[src/rtl/prog_mem_loader_pkg.sv]
`default_nettype none
// ============================================================================
//  Module      : prog_mem_loader_pkg
//  Description : Shared definitions for the program-memory loader. These
//                are the loader state encoding and the image magic word.
//                The CPU boot check uses the same magic constant.
//  Revision    : 1.0 - initial release
// ============================================================================
package prog_mem_loader_pkg;

    // Image magic "ASRM". It is stored and streamed most-significant byte first.
    localparam logic [31:0] C_MAGIC = 32'h4153524d;

    typedef enum logic [2:0] {
        S_IDLE   = 3'd0,
        S_LEN_LO = 3'd1,
        S_LEN_HI = 3'd2,
        S_MAGIC  = 3'd3,
        S_DATA   = 3'd4,
        S_DONE   = 3'd5,
        S_ERROR  = 3'd6
    } state_t;

    // States in which the loader takes bytes from the stream.
    function automatic logic accepts_bytes(input state_t s);
        return (s == S_LEN_LO) || (s == S_LEN_HI) || (s == S_MAGIC) || (s == S_DATA);
    endfunction

    // Expected magic byte for image byte index 0..3. Index 0 is the MSB.
    function automatic logic [7:0] magic_byte(input logic [31:0] magic, input logic [1:0] idx);
        logic [7:0] b;
        b = magic[7:0];
        case (idx)
            2'd0:    b = magic[31:24];
            2'd1:    b = magic[23:16];
            2'd2:    b = magic[15:8];
            default: b = magic[7:0];
        endcase
        return b;
    endfunction

endpackage
`default_nettype wire

[src/rtl/prog_mem_loader.sv]
`default_nettype none
// ============================================================================
//  Module      : prog_mem_loader
//  Description : Writer side of the CPU program RAM. The loader takes a byte
//                stream laid out as LEN_LO, LEN_HI, then LEN image bytes.
//                The image bytes begin with the 4-byte magic. The loader
//                checks the magic and writes each image byte to RAM. It holds
//                the CPU in reset until a complete, valid image is in RAM.
//  Ports       : clk, reset        - clock, synchronous active-high reset
//                start             - 1-cycle pulse, begins a load from
//                                    IDLE/DONE/ERROR
//                in_data/in_valid/in_ready - byte stream handshake
//                mem_addr/mem_data/mem_we  - RAM write port (registered)
//                cpu_hold          - CPU reset hold
//                done / error      - sticky status flags
//  Revision    : 1.0 - initial release
// ============================================================================
module prog_mem_loader
    import prog_mem_loader_pkg::*;
#(
    parameter int          ADDR_W = 9,
    parameter logic [31:0] MAGIC  = C_MAGIC
) (
    input  logic              clk,
    input  logic              reset,
    input  logic              start,
    input  logic [7:0]        in_data,
    input  logic              in_valid,
    output logic              in_ready,
    output logic [ADDR_W-1:0] mem_addr,
    output logic [7:0]        mem_data,
    output logic              mem_we,
    output logic              cpu_hold,
    output logic              done,
    output logic              error
);

    // The counter has one extra bit. A full-capacity image then ends at 2**ADDR_W without wrapping.
    localparam int          CNT_W      = ADDR_W + 1;
    localparam logic [16:0] C_CAPACITY = 17'd1 << ADDR_W;

    state_t             r_state;
    state_t             w_state_next;
    logic               r_in_ready;
    logic               r_mem_we;
    logic               r_cpu_hold;
    logic               r_done;
    logic               r_error;
    logic [ADDR_W-1:0]  r_mem_addr;
    logic [7:0]         r_mem_data;
    logic [15:0]        r_len;
    logic [CNT_W-1:0]   r_cnt;

    logic               w_xfer;
    logic               w_start;
    logic               w_write;
    logic               w_last;
    logic               w_len_bad;
    logic               w_set_done;
    logic               w_set_error;
    logic [15:0]        w_len_full;
    logic [7:0]         w_magic_byte;

    assign w_xfer       = in_valid & r_in_ready;
    // In LEN_HI the length is incomplete. The high byte is still on in_data.
    assign w_len_full   = {in_data, r_len[7:0]};
    assign w_len_bad    = (w_len_full < 16'd4) || ({1'b0, w_len_full} > C_CAPACITY);
    assign w_last       = ({{(16-CNT_W){1'b0}}, r_cnt} == (r_len - 16'd1));
    assign w_magic_byte = magic_byte(MAGIC, r_cnt[1:0]);

    always_comb begin
        w_state_next = r_state;
        w_start      = 1'b0;
        w_write      = 1'b0;
        w_set_done   = 1'b0;
        w_set_error  = 1'b0;
        case (r_state)
            S_IDLE, S_DONE, S_ERROR: begin
                if (start) begin
                    w_state_next = S_LEN_LO;
                    w_start      = 1'b1;
                end
            end
            S_LEN_LO: begin
                if (w_xfer) w_state_next = S_LEN_HI;
            end
            S_LEN_HI: begin
                if (w_xfer) begin
                    if (w_len_bad) begin
                        w_state_next = S_ERROR;
                        w_set_error  = 1'b1;
                    end else begin
                        w_state_next = S_MAGIC;
                    end
                end
            end
            S_MAGIC: begin
                if (w_xfer) begin
                    if (in_data != w_magic_byte) begin
                        // A mismatching byte is never written.
                        w_state_next = S_ERROR;
                        w_set_error  = 1'b1;
                    end else begin
                        w_write = 1'b1;
                        if (w_last) begin
                            w_state_next = S_DONE;
                            w_set_done   = 1'b1;
                        end else if (r_cnt[1:0] == 2'd3) begin
                            w_state_next = S_DATA;
                        end
                    end
                end
            end
            S_DATA: begin
                if (w_xfer) begin
                    w_write = 1'b1;
                    if (w_last) begin
                        w_state_next = S_DONE;
                        w_set_done   = 1'b1;
                    end
                end
            end
            default: w_state_next = S_IDLE;
        endcase
    end

    always_ff @(posedge clk) begin
        if (reset) begin
            r_state    <= S_IDLE;
            r_in_ready <= 1'b0;
            r_mem_we   <= 1'b0;
            r_mem_addr <= '0;
            r_mem_data <= '0;
            r_cpu_hold <= 1'b0;
            r_done     <= 1'b0;
            r_error    <= 1'b0;
            r_len      <= '0;
            r_cnt      <= '0;
        end else begin
            r_state    <= w_state_next;
            // in_ready is a register driven from the next state. It has no path from in_valid.
            r_in_ready <= accepts_bytes(w_state_next);
            r_mem_we   <= w_write;
            if (w_write) begin
                r_mem_addr <= r_cnt[ADDR_W-1:0];
                r_mem_data <= in_data;
                r_cnt      <= r_cnt + CNT_W'(1);
            end
            if ((r_state == S_LEN_LO) && w_xfer) r_len[7:0]  <= in_data;
            if ((r_state == S_LEN_HI) && w_xfer) r_len[15:8] <= in_data;
            if (w_start) begin
                r_cnt      <= '0;
                r_done     <= 1'b0;
                r_error    <= 1'b0;
                r_cpu_hold <= 1'b1;
            end
            // done and the release of cpu_hold appear in the same cycle as the final mem_we.
            if (w_set_done) begin
                r_done     <= 1'b1;
                r_cpu_hold <= 1'b0;
            end
            // On error cpu_hold stays set, so the CPU never runs a partial image.
            if (w_set_error) r_error <= 1'b1;
        end
    end

    assign in_ready = r_in_ready;
    assign mem_addr = r_mem_addr;
    assign mem_data = r_mem_data;
    assign mem_we   = r_mem_we;
    assign cpu_hold = r_cpu_hold;
    assign done     = r_done;
    assign error    = r_error;

endmodule
`default_nettype wire

[config.mk]
export PLATFORM = sky130hd
export DESIGN_NAME = prog_mem_loader
export DESIGN_NICKNAME = d
export VERILOG_FILES = /design/src/rtl/prog_mem_loader_pkg.sv /design/src/rtl/prog_mem_loader.sv
export SDC_FILE = /design/constraint.sdc
export NUM_CORES = 1
export LEC_CHECK = 0
export CORE_ASPECT_RATIO = 0.5
export CORE_MARGIN = 2
export CORE_UTILIZATION = 40
export CTS_CLUSTER_DIAMETER = 50
export DETAILED_ROUTE_END_ITERATION = 16
export GPL_ROUTABILITY_DRIVEN = 0
export GPL_TIMING_DRIVEN = 0
export PLACE_DENSITY = 0.59
export SLEW_MARGIN = 20
export SYNTH_ARGS = -nofsm -noshare
export SYNTH_HDL_FRONTEND = slang
export SYNTH_SLANG_ARGS = --single-unit
[constraint.sdc]
create_clock -name clk -period 6.75 [get_ports clk]
set_input_delay 0.675 -clock clk [delete_from_list [all_inputs] [get_ports clk]]
set_output_delay 0.675 -clock clk [all_outputs]
set_load 0.01 [all_outputs]
==> results.cfg <==
[status]
status = completed

[logic_synthesis]
synth_seq_cells = 51
syn_nets = 316
synth_flop_cell = dfxtp_1
async_reset_ff_frac = 0
synth_cell_type_count = 48
synth_area_sq_um = 2630
synth_warnings = 0
ys_seq_area_frac = 0.388
synth_enable_flop_cells = 0
synth_cells = 300
syn_avg_cell_area_sq_um = 8.78

[global_routing]
grt_overflow = 0
grt_usage = 0.182
grt_pass1_wl_um = 10000
grt_max_degree = 18
antenna_found_initial = 0
grt_pass1_vias = 1995

[sta]
finalWorstSetupSlack_ns = 3.65
setup_tns_ns = 0
report.final.slew_viol_count = 0
worstMarginPinSlew_ns = 1.03
post-route-min-period_ns = 3.10
finalCritPeriodShare = 0.459
rsz0062_at_grt = false
setup_viol = 0
max_freq_mhz = 323
hold_violations = 0
slew-limit-headroom = 0.313
clock_skew_ns = 0.00516

[floorplan]
pin_count = 34
num_rows = 20
die_area_sq_um = 7290
fp.coreArea_sq_um = 6210
die_y_um = 61.4
start_util = 0.424
die_w_um = 119

[clocking]
cts_buffers = 5
cts_buffer_depth = 2
clock-sinks = 51
clk_latency_ns = 0.30
cts_tree = yes
cts_root_buf = clkbuf_16
htreeDepth = 2
ctsHoldBuffers = 0
clk_pin_slew_ns = 0.07
post_cts_buffers = 0
cts-resized-gates = 0

[power]
vdd_drop_max_v = 0.000105
power.total_mw = 0.620
cellPowerDensity_nw_per_um2 = 192
p_leak_nw = 1.22

[worst_hold_path]
min_path_cells = 2
hold_class = reg -> reg

[worst_setup_path]
start_kind = primary input
path_max_fanout = 10
cp-end-kind = flop
required_ns = 6.92
setup.worst_path.class = in -> reg
arrival_ns = 3.27
rr_worst_depth = 11

[place]
dp_hpwl_um = 4730
pre_cts_ws_ns = 3.34
io_buffers = 33

[layout]
drive_gt1_frac = 0.0762
final_nets = 356
syn_to_final_growth_pct = 22.7
antenna_cells = 0
final_util = 0.521

[drt]
first_pass_iters = 4
wirelength_um = 6240
drt_iter0_drc = 115
antenna_left = 0
wl_per_cell_um = 14.5
drc = 0
vias = 2190
viasPerCell = 5.10

[flow_run]
cap_violations = 0
## through the flow
step | instances | hold WS (ns) | cell area [sq um]
6_report | 429 | 0.481 | 3230
2_1_floorplan | 300 | 0.461 | 2630
5_1_grt | 429 | 0.517 | 3230
3_3_place_gp | 421 | 0.471 | 3070
4_1_cts | 429 | 0.481 | 3220
3_5_place_dp | 421 | 0.470 | 3070
## path summary, 6_finish.rpt
kind	start	slack, ns	endpoint
max	in_data[4]	3.65	r_cnt[5]$_SDFFE_PP0P_
min	error$_SDFFE_PP0P_	0.48	error$_SDFFE_PP0P_
max reg2reg	r_cnt[0]$_SDFFE_PP0P_	3.67	r_cnt[5]$_SDFFE_PP0P_
min reg2reg	error$_SDFFE_PP0P_	0.48	error$_SDFFE_PP0P_
## per-layer routing
layer,wire length [um],vias to the layer above,GRT usage
met3,269,10,0.0444
met1,3260,1014,0.248
met5,0,-,0
li1,-,1127,-
met2,2600,39,0.282
met4,111,0,0.0816
## state kept, by name, indices dropped and copies added, names as in the netlist
register  cells
error         1
cpu_hold      1
mem_we        1
r_state       3
in_ready      1
done          1
mem_data      8
mem_addr      9
r_cnt        10
r_len        16
## logic make-up (layout without fill, tap and decap cells)
family / after synthesis / in the layout / synth area share
flip-flops: 51 / 51 / 0.388
multiplexers: 33 / 33 / 0.125
AND/OR/NAND/NOR: 131 / 131 / 0.246
XOR/XNOR: 23 / 23 / 0.0765
adder cells (fa/ha/maj): 4 / 4 / 0.0190
AO/OA/AOI/OAI: 34 / 34 / 0.0998
buffers and inverters: 24 / 65 / 0.0452
## power by group
| group | switching [mW] | leakage, nW | total (mW) | internal (mW) |
|---|---|---|---|---|
| clock | 0.117 | 0.0717 | 0.256 | 0.139 |
| combinational | 0.0322 | 0.738 | 0.0573 | 0.0251 |
| sequential | 0.00267 | 0.412 | 0.307 | 0.304 |
## cells in the mapped netlist (4+ instances only)
library cell  count  area, sq um
a21oi_1           7         35.0
a31oi_1           4         25.0
and3_1            4         25.0
clkbuf_1          8         30.0
dfxtp_1          51         1020
ha_1              4         50.1
inv_1             9         33.8
mux2i_1          33          330
nand2_1          12         45.0
nand2b_1          9         56.3
nand3_1           4         20.0
nand4_1           6         37.5
nor2_1           63          236
nor3_1           11         55.1
nor4_1            6         37.5
o21ai_0           4         20.0
xnor2_1          11         96.3
xor2_1           12          105
## area by class of cell
| class | instances | area (sq um) |
|---|---|---|
| Buffer | 15 | 85.1 |
| Clock buffer | 5 | 125 |
| Clock inverter | 3 | 23.8 |
| Fill cell | 614 | 2980 |
| Inverter | 9 | 33.8 |
| Multi-Input combinational cell | 225 | 1500 |
| Sequential cell | 51 | 1020 |
| Tap cell | 88 | 110 |
| Timing Repair Buffer | 33 | 330 |
## layout by cell type (no fill, tap or decap), types with 2 or more instances in the layout
cell,n
nor2_1,63
dfxtp_1,51
mux2i_1,33
clkdlybuf4s50_1,33
nand2_1,12
xor2_1,12
nor3_1,11
xnor2_1,11
inv_1,9
nand2b_1,9
clkbuf_1,8
a21oi_1,7
nand4_1,6
nor4_1,6
clkbuf_16,5
and3_1,4
nand3_1,4
o21ai_0,4
a31oi_1,4
ha_1,4
buf_4,3
nor3b_1,3
or2_2,3
buf_6,2
a21o_1,2
buf_2,2
or4_4,2
a211o_1,2
a211oi_1,2
## worst max-delay path, cell delays in order
cell,delay (ns)
clkdlybuf4s50_1,0.60
and3b_1,0.20
o2111ai_1,0.17
or4_1,0.42
a21o_1,0.18
clkbuf_1,0.28
nor3_2,0.36
nand4_1,0.16
xor2_1,0.16
nor2_1,0.05
Power figures use the tool's default switching activity.
